`config.mk`:
```
export PLATFORM = sky130hd
export DESIGN_NAME = adsr_envelope
export DESIGN_NICKNAME = d
export VERILOG_FILES = /design/src/rtl/adsr_envelope.sv
export SDC_FILE = /design/constraint.sdc
export NUM_CORES = 1
export LEC_CHECK = 0
export CAP_MARGIN = 10
export CORE_MARGIN = 2
export CORE_UTILIZATION = 45
export CTS_CLUSTER_DIAMETER = 200
export DETAILED_ROUTE_END_ITERATION = 6
export GPL_TIMING_DRIVEN = 0
export PLACE_DENSITY = 0.72
export SETUP_SLACK_MARGIN = 0.15
export SLEW_MARGIN = 20
export SYNTH_ARGS = -nofsm -noshare
export SYNTH_HDL_FRONTEND = slang
export SYNTH_SLANG_ARGS = --single-unit
export TNS_END_PERCENT = 100
```
`constraint.sdc`:
```
create_clock -name clk_in -period 3.9 [get_ports clk_in]
set_input_delay 0.975 -clock clk_in [delete_from_list [all_inputs] [get_ports clk_in]]
set_output_delay 0.975 -clock clk_in [all_outputs]
set_load 0.005 [all_outputs]
```
`src/rtl/adsr_envelope.sv`:
```
// ADSR envelope generator: turns a held-key level into an 8-bit attack/decay/sustain/release
// amplitude contour with a gate, stepped on a divided envelope tick.
module adsr_envelope #(
  parameter int unsigned TICK_DIV = 1000
) (
  input  logic       clk_in,
  input  logic       rst_n_in,
  input  logic       note_on_in,
  input  logic [7:0] attack_rate_in,
  input  logic [7:0] decay_rate_in,
  input  logic [7:0] sustain_level_in,
  input  logic [7:0] release_rate_in,
  output logic [7:0] level_out,
  output logic       gate_out,
  output logic [2:0] state_out
);

  localparam int unsigned CNT_W = (TICK_DIV > 2) ? $clog2(TICK_DIV) : 1;
  localparam logic [CNT_W-1:0] CNT_MAX = CNT_W'(TICK_DIV - 1);

  typedef enum logic [2:0] {
    IDLE    = 3'd0,
    ATTACK  = 3'd1,
    DECAY   = 3'd2,
    SUSTAIN = 3'd3,
    RELEASE = 3'd4
  } state_t;

  state_t           state_q, state_d;
  logic [15:0]      acc_q, acc_d;
  logic             note_q;
  logic [CNT_W-1:0] cnt_q;
  logic             gate_q;

  logic        tick, rise, fall;
  logic [15:0] sus;
  logic [16:0] atk_sum, dec_floor;

  assign tick      = (cnt_q == CNT_MAX);
  assign rise      = note_on_in & ~note_q;
  assign fall      = ~note_on_in & note_q;
  assign sus       = {sustain_level_in, 8'h00};
  assign atk_sum   = {1'b0, acc_q} + 17'(attack_rate_in);
  assign dec_floor = {1'b0, sus} + 17'(decay_rate_in);

  // Next-state and accumulator update; key edges take priority and suppress any tick step.
  always_comb begin
    state_d = state_q;
    acc_d   = acc_q;
    if (rise) begin
      state_d = ATTACK;
    end else if (fall) begin
      if (state_q == ATTACK || state_q == DECAY || state_q == SUSTAIN) begin
        state_d = RELEASE;
      end
    end else begin
      case (state_q)
        ATTACK: begin
          if (tick) begin
            if (attack_rate_in == 8'd0 || atk_sum >= 17'h0FFFF) begin
              acc_d   = 16'hFFFF;
              state_d = DECAY;
            end else begin
              acc_d = atk_sum[15:0];
            end
          end
        end
        DECAY: begin
          if (tick) begin
            if (decay_rate_in == 8'd0 || {1'b0, acc_q} <= dec_floor) begin
              acc_d   = sus;
              state_d = SUSTAIN;
            end else begin
              acc_d = acc_q - 16'(decay_rate_in);
            end
          end
        end
        SUSTAIN: acc_d = sus;
        RELEASE: begin
          if (tick) begin
            if (release_rate_in == 8'd0 || acc_q <= 16'(release_rate_in)) begin
              acc_d   = 16'h0000;
              state_d = IDLE;
            end else begin
              acc_d = acc_q - 16'(release_rate_in);
            end
          end
        end
        default: acc_d = 16'h0000;
      endcase
    end
  end

  // State, accumulator, key history and free-running tick divider.
  always_ff @(posedge clk_in or negedge rst_n_in) begin
    if (!rst_n_in) begin
      state_q <= IDLE;
      acc_q   <= 16'h0000;
      note_q  <= 1'b0;
      cnt_q   <= '0;
      gate_q  <= 1'b0;
    end else begin
      state_q <= state_d;
      acc_q   <= acc_d;
      note_q  <= note_on_in;
      cnt_q   <= tick ? '0 : cnt_q + CNT_W'(1);
      gate_q  <= (state_d != IDLE);
    end
  end

  assign level_out = acc_q[15:8];
  assign gate_out  = gate_q;
  assign state_out = state_q;

endmodule
```
; Yosys cells after proc, flatten, opt, wreduce, memory -nomap -nowiden
; Index checks and enable logic that the tools add are counted.
[totals]
regBits = 31
in_bits = 35
output_inout_bits = 12
[classes]
n_addsub = 5
order_cmp = 3
eq_ne = 8
reduce_logical = 10
bitwise_logic = 6
mux = 18
[op_table]
columns = operator, count
row1 = two-way mux 16 bit, 6
row2 = case mux 16 bit (4 select lines), 1
row3 = adder 16 x 8 -> 17 bit, 2
row4 = subtractor 16 x 8 -> 16 bit, 2
row5 = two-way mux 3 bit, 9
row6 = logical NOT 8 bit, 3
row7 = ">= comparator 17 x 16 -> 1 bit, second input constant", 1
row8 = <= comparator 16 x 17 -> 1 bit, 1
row9 = <= comparator 16 x 8 -> 1 bit, 1
row10 = "adder 10 x 1 -> 10 bit, second input constant", 1
row11 = "equality test 10 bit, second input constant", 1
row12 = two-way mux 10 bit, 1
row13 = case mux 3 bit (3 select lines), 1
row14 = "equality test 3 x 2 -> 1 bit, second input constant", 2
row15 = "!= test 2 bit, second input constant", 3
row16 = logical OR 1 bit, 5
row17 = AND reduction 5 bit, 1
row18 = inverter 1 bit, 4
row19 = "equality test 3 x 1 -> 1 bit, second input constant", 1
row20 = "equality test 3 bit, second input constant", 1
row21 = nonzero test 3 bit, 1
row22 = bitwise AND 1 bit, 2

; Longest topological paths before layout
[logic_depth]
ltp_word = 9
depth_mapped = 14
mapped_depth_nobuf = 11

; Least setup slack after synthesis
; OpenSTA, ideal clock, no wires.
[synth_path]
path_kind = input-to-reg
start = input port attack_rate_in[0]
end = register state_q[0], in the netlist state_out[0]
arrival_ns = 3.448
t_required_ns = 3.771
path_stages = 11
setup_slack_ns = 0.323
cell_sequence = ha_1 inv_1 fa_1 and2b_1 o2111ai_1 nand4_2 and2_4 xnor2_1 or4_1 or4_1 o41a_1
[synth_between]
elab_chain_len = 8
elab_cells_between_ends = 9
[synth_rtl]
columns = item, line
row1 = "start, declared", 9  ; input logic [7:0] attack_rate_in,
row2 = adder 16 x 8 -> 17 bit, 43  ; assign atk_sum = {1'b0, acc_q} + 17'(attack_rate_in);
row3 = >= comparator 17 x 16 -> 1 bit, 60  ; if (attack_rate_in == 8'd0 || atk_sum >= 17'h0FFFF) begin
row4 = logical OR 1 bit *, 60
row5 = two-way mux 3 bit *, 60
row6 = two-way mux 3 bit *, 59  ; if (tick) begin
row7 = case mux 3 bit (3 select lines) *, 57  ; case (state_q)
row8 = two-way mux 3 bit *, 52  ; end else if (fall) begin
row9 = two-way mux 3 bit *, 50  ; if (rise) begin
row10 = via state_d[0], 29  ; state_t state_q, state_d;
row11 = "end signal, assigned", 103  ; state_q <= state_d;
row12 = "end, declared", 29
; The timed path passes the listed nets; every way through them passes the cells marked *.
; A chain may end at the register's enable or synchronous reset.

; Final worst setup path
[layout_path]
start = input port release_rate_in[6]
end = register acc_q[11]
[layout_between]
elab_chain_len = 5
elab_cells_between_ends = 7
[layout_rtl]
columns = item, line
row1 = "start, declared", 12  ; input logic [7:0] release_rate_in,
row2 = <= comparator 16 x 8 -> 1 bit or logical NOT 8 bit (tied branches), 81  ; if (release_rate_in == 8'd0 || acc_q <= 16'(release_rate_in)) begin
row3 = logical OR 1 bit, 81
row4 = two-way mux 16 bit *, 81
row5 = two-way mux 16 bit *, 80  ; if (tick) begin
row6 = case mux 16 bit (4 select lines) *, 57
row7 = "end signal, assigned", 98  ; acc_q <= 16'h0000;
row8 = "end signal, assigned", 104  ; acc_q <= acc_d;
row9 = "end, declared", 30  ; logic [15:0] acc_q, acc_d;
; Mark *: on every way between the ends. The rest lies on a longest branch, timed or not. The select of a mux whose other input is x is not followed.

==> metrics.txt <==
status finished, final reports clean; compound-gate portion of the synthesized area 0.2282; Cell Area, Placed 4299 um^2; most used routing layer met2; DRT iter0 DRCs 328; fillers 784; grt met3 use 0.03831; Synth async-reset ratio 1.000; Critical R2R Launch acc_q[1]$_DFFE_PN0P_; CP arrival 3.83 ns; global placer's final weighted congestion 0.9622; WL/cell 17.19 um; worst hold endpoint cnt_q[8]$_DFF_PN0_; first-pass GRT wire length 17.72 mm; commonest non-fill, non-tap cells in the layout clkdlybuf4s50_1 (42), nor2_1 (40), inv_1 (35); Synth Area in XOR/XNOR 0.1014; Final Cell Area 4591 um^2; post-route clock skew 0.006676 ns; Finish-stage setup viols 0; share of cells above drive strength 1 0.1111; internal power component 0.001032 W; clk root buf clkbuf_8; Slew HR 0.4993; adder-cell share of the synthesized area 0.1341; Detailed Route WL 11.09 mm; nets@finish 612; flops & latches, synth 31; share of the cycle needed by the critical path after routing 0.9398; Post-route DRC 0; Antenna Nets Post-Route 0; initial antenna violation count 0; DP HPWL 8.536 mm; met1 Usage GRT 0.3634; CTS Buffer Depth 2; final core occ 0.5673; FF-to-FF End state_out[0]$_DFF_PN0_; later-pin clock latency in the skew report 0.29 ns; Clock H-tree levels 2; Worst-Margin Slew 0.7495 ns; Net Switching 0.0007895 W; CP Capture Type register; number of synthesized flops with an enable pin 0; Initial DRT Pass Iterations 7; GRT Util Overall 0.2542; Final Hold Viols 0; Tmin final 3.665 ns; Synth area leaders dfrtp_1 (21%), ha_1 (12%), xor2_1 (5.2%); Vias/cell 5.967; core footprint 8093 um^2; Worst Path Required 4.06 ns; M2 GR Usage 0.3812; Pleak 2.032 nW; ant diodes 0; # hold bufs at CTS 0; yosys warns 0; IO Count 47; commonest non-fill, non-tap cell in the layout clkdlybuf4s50_1; RSZ-0062 raised after global routing no; nature of the critical path startpoint primary input; Clock transition at path regs 0.07 ns; Unique masters post-synth 59; multi-input logic area 2765 um^2; Synth Area per Inst 7.766 um^2; Die Span X 94.83 um; initial core utilization 0.4587; multiplexer area fraction after synthesis 0.002696; Worst Hold Class register to register; vias in the first global route 3604; clock sink total 31; fraction of power consumed by the clock network 0.178; min-delay src cnt_q[8]$_DFF_PN0_; Hold Path Stages 1; port bufs 46; Gate Count Post-Synth 478; setup slack, reg-to-reg 0.75 ns; Power Dens Cells 396.7 nW/um^2; Area Overhead vs Synth 23.66%; Setup CP Type primary input to register; die height 94.83 um; Row Count 33; worst-path maximum fanout 7; cell area after synthesis 3712 um^2; Max VDD drop 0.0001771 V; Max Fclk 0.2728 GHz; Reg area 775.7 um^2; max_cap viols 0; Num CTS Buffers 5; share of power burned in registers 0.231; Die Area 8992 um^2; pin count of the biggest net entering global routing 32; combinational fraction of design power 0.592; Top FF cell, synth dfrtp_1; simple-gate share of the synthesized area 0.2504; CTS tree yes; GRT overflow 0; R2R depth 9; max-slew violations 0; syn nets 551; main combinational cell family by area after synthesis simple AND/OR/NAND/NOR gates; Vias 3849; Synth top area share 0.2090; switch share 0.4336; dominant cell type by area after synthesis dfrtp_1; register area share after synthesis 0.2090
-- repair_timing --
action | 4_1_cts | 5_1_grt
setup buffers | 6 | 2
pin swaps | 9 | 6
endpoints found under the setup margin | 15 | 17
gates resized for setup | 18 | 20
-- cell usage after synthesis, types with 8 or more instances --
cell / number
a21o_1: 9
a21oi_1: 28
a221oi_1: 11
buf_4: 8
clkbuf_1: 15
dfrtp_1: 31
ha_1: 35
inv_1: 36
nand2_1: 33
nand2b_1: 13
nand3_1: 18
nor2_1: 41
nor2b_1: 10
nor3_1: 12
nor4_1: 10
o21ai_0: 21
xnor2_1: 21
xor2_1: 22
-- stage by stage --
stage	std cells	hold WS [ns]	total power (W)	setup TNS (ns)	worst slack [ns]
after floorplan	478	0.4413	0.001100	0	0.3231
after global placement	629	0.4601	0.001365	-6.918	-0.5755
after detailed placement	629	0.4795	0.001383	-6.891	-0.5660
after CTS	643	0.4904	0.001763	0	0.1517
after global routing	645	0.5213	0.001945	0	0.1570
final	645	0.4835	0.001821	0	0.2348
-- power by group through the flow --
stage	registers, W	clock network (W)	logic, W
global placement	0.000421	0	0.000944
finish	0.000420	0.000324	0.00108
global route	0.000423	0.000346	0.00118
detailed placement	0.000422	0	0.000961
floorplan	0.000392	0	0.000709
CTS	0.000418	0.000329	0.00102
-- per-layer routing --
metal / part of all wire / up-vias
met5: 0 / -
met3: 0.068 / 23
met1: 0.46 / 1791
met4: 0.026 / 0
met2: 0.45 / 175
li1: - / 1860
-- worst max path at each step --
stage,from,to,slack (ns),cells after the start
after global routing,release_rate_in[5],acc_q[11]$_DFFE_PN0P_,0.16,13
final,release_rate_in[6],acc_q[11]$_DFFE_PN0P_,0.23,13
after global placement,release_rate_in[0],acc_q[13]$_DFFE_PN0P_,-0.58,13
after CTS,release_rate_in[5],acc_q[11]$_DFFE_PN0P_,0.15,13
after detailed placement,release_rate_in[0],acc_q[13]$_DFFE_PN0P_,-0.57,13
after floorplan,attack_rate_in[0],state_out[0]$_DFF_PN0_,0.32,11
-- layout make-up --
type                       count  share of cell area
clock inverter                 3            0.009539
multi-input combinational    383              0.6023
clock buffer                   5             0.01499
sequential                    31              0.1690
tap                          105             0.02862
timing repair buffer          54              0.1128
inverter                      36             0.02944
buffer                        28             0.03325
-- critical path, cell delays in order --
cell             delay [ns]
clkdlybuf4s50_1        0.48
inv_1                  0.05
ha_1                   0.37
nand4_1                0.16
a211oi_1               0.07
or3_1                  0.38
clkbuf_4               0.20
a21o_1                 0.17
and2_1                 0.12
buf_2                  0.17
a32o_1                 0.27
a221oi_2               0.28
o211ai_1               0.12
-- sequential cells by signal, summed over array words and instances, names as in the netlist --
signal     count
acc_q         16
note_q         1
state_out      3
cnt_q         10
gate_out       1
-- cells by family after synthesis --
group / Yosys count
adders and majority gates: 38
and+or+nand+nor: 176
muxes: 1
xor gates and xnor gates: 43
DFF: 31
buffers and inverters: 64
AOI/OAI and AO/OA: 125
Note: power is estimated with default switching activity, not from simulation.
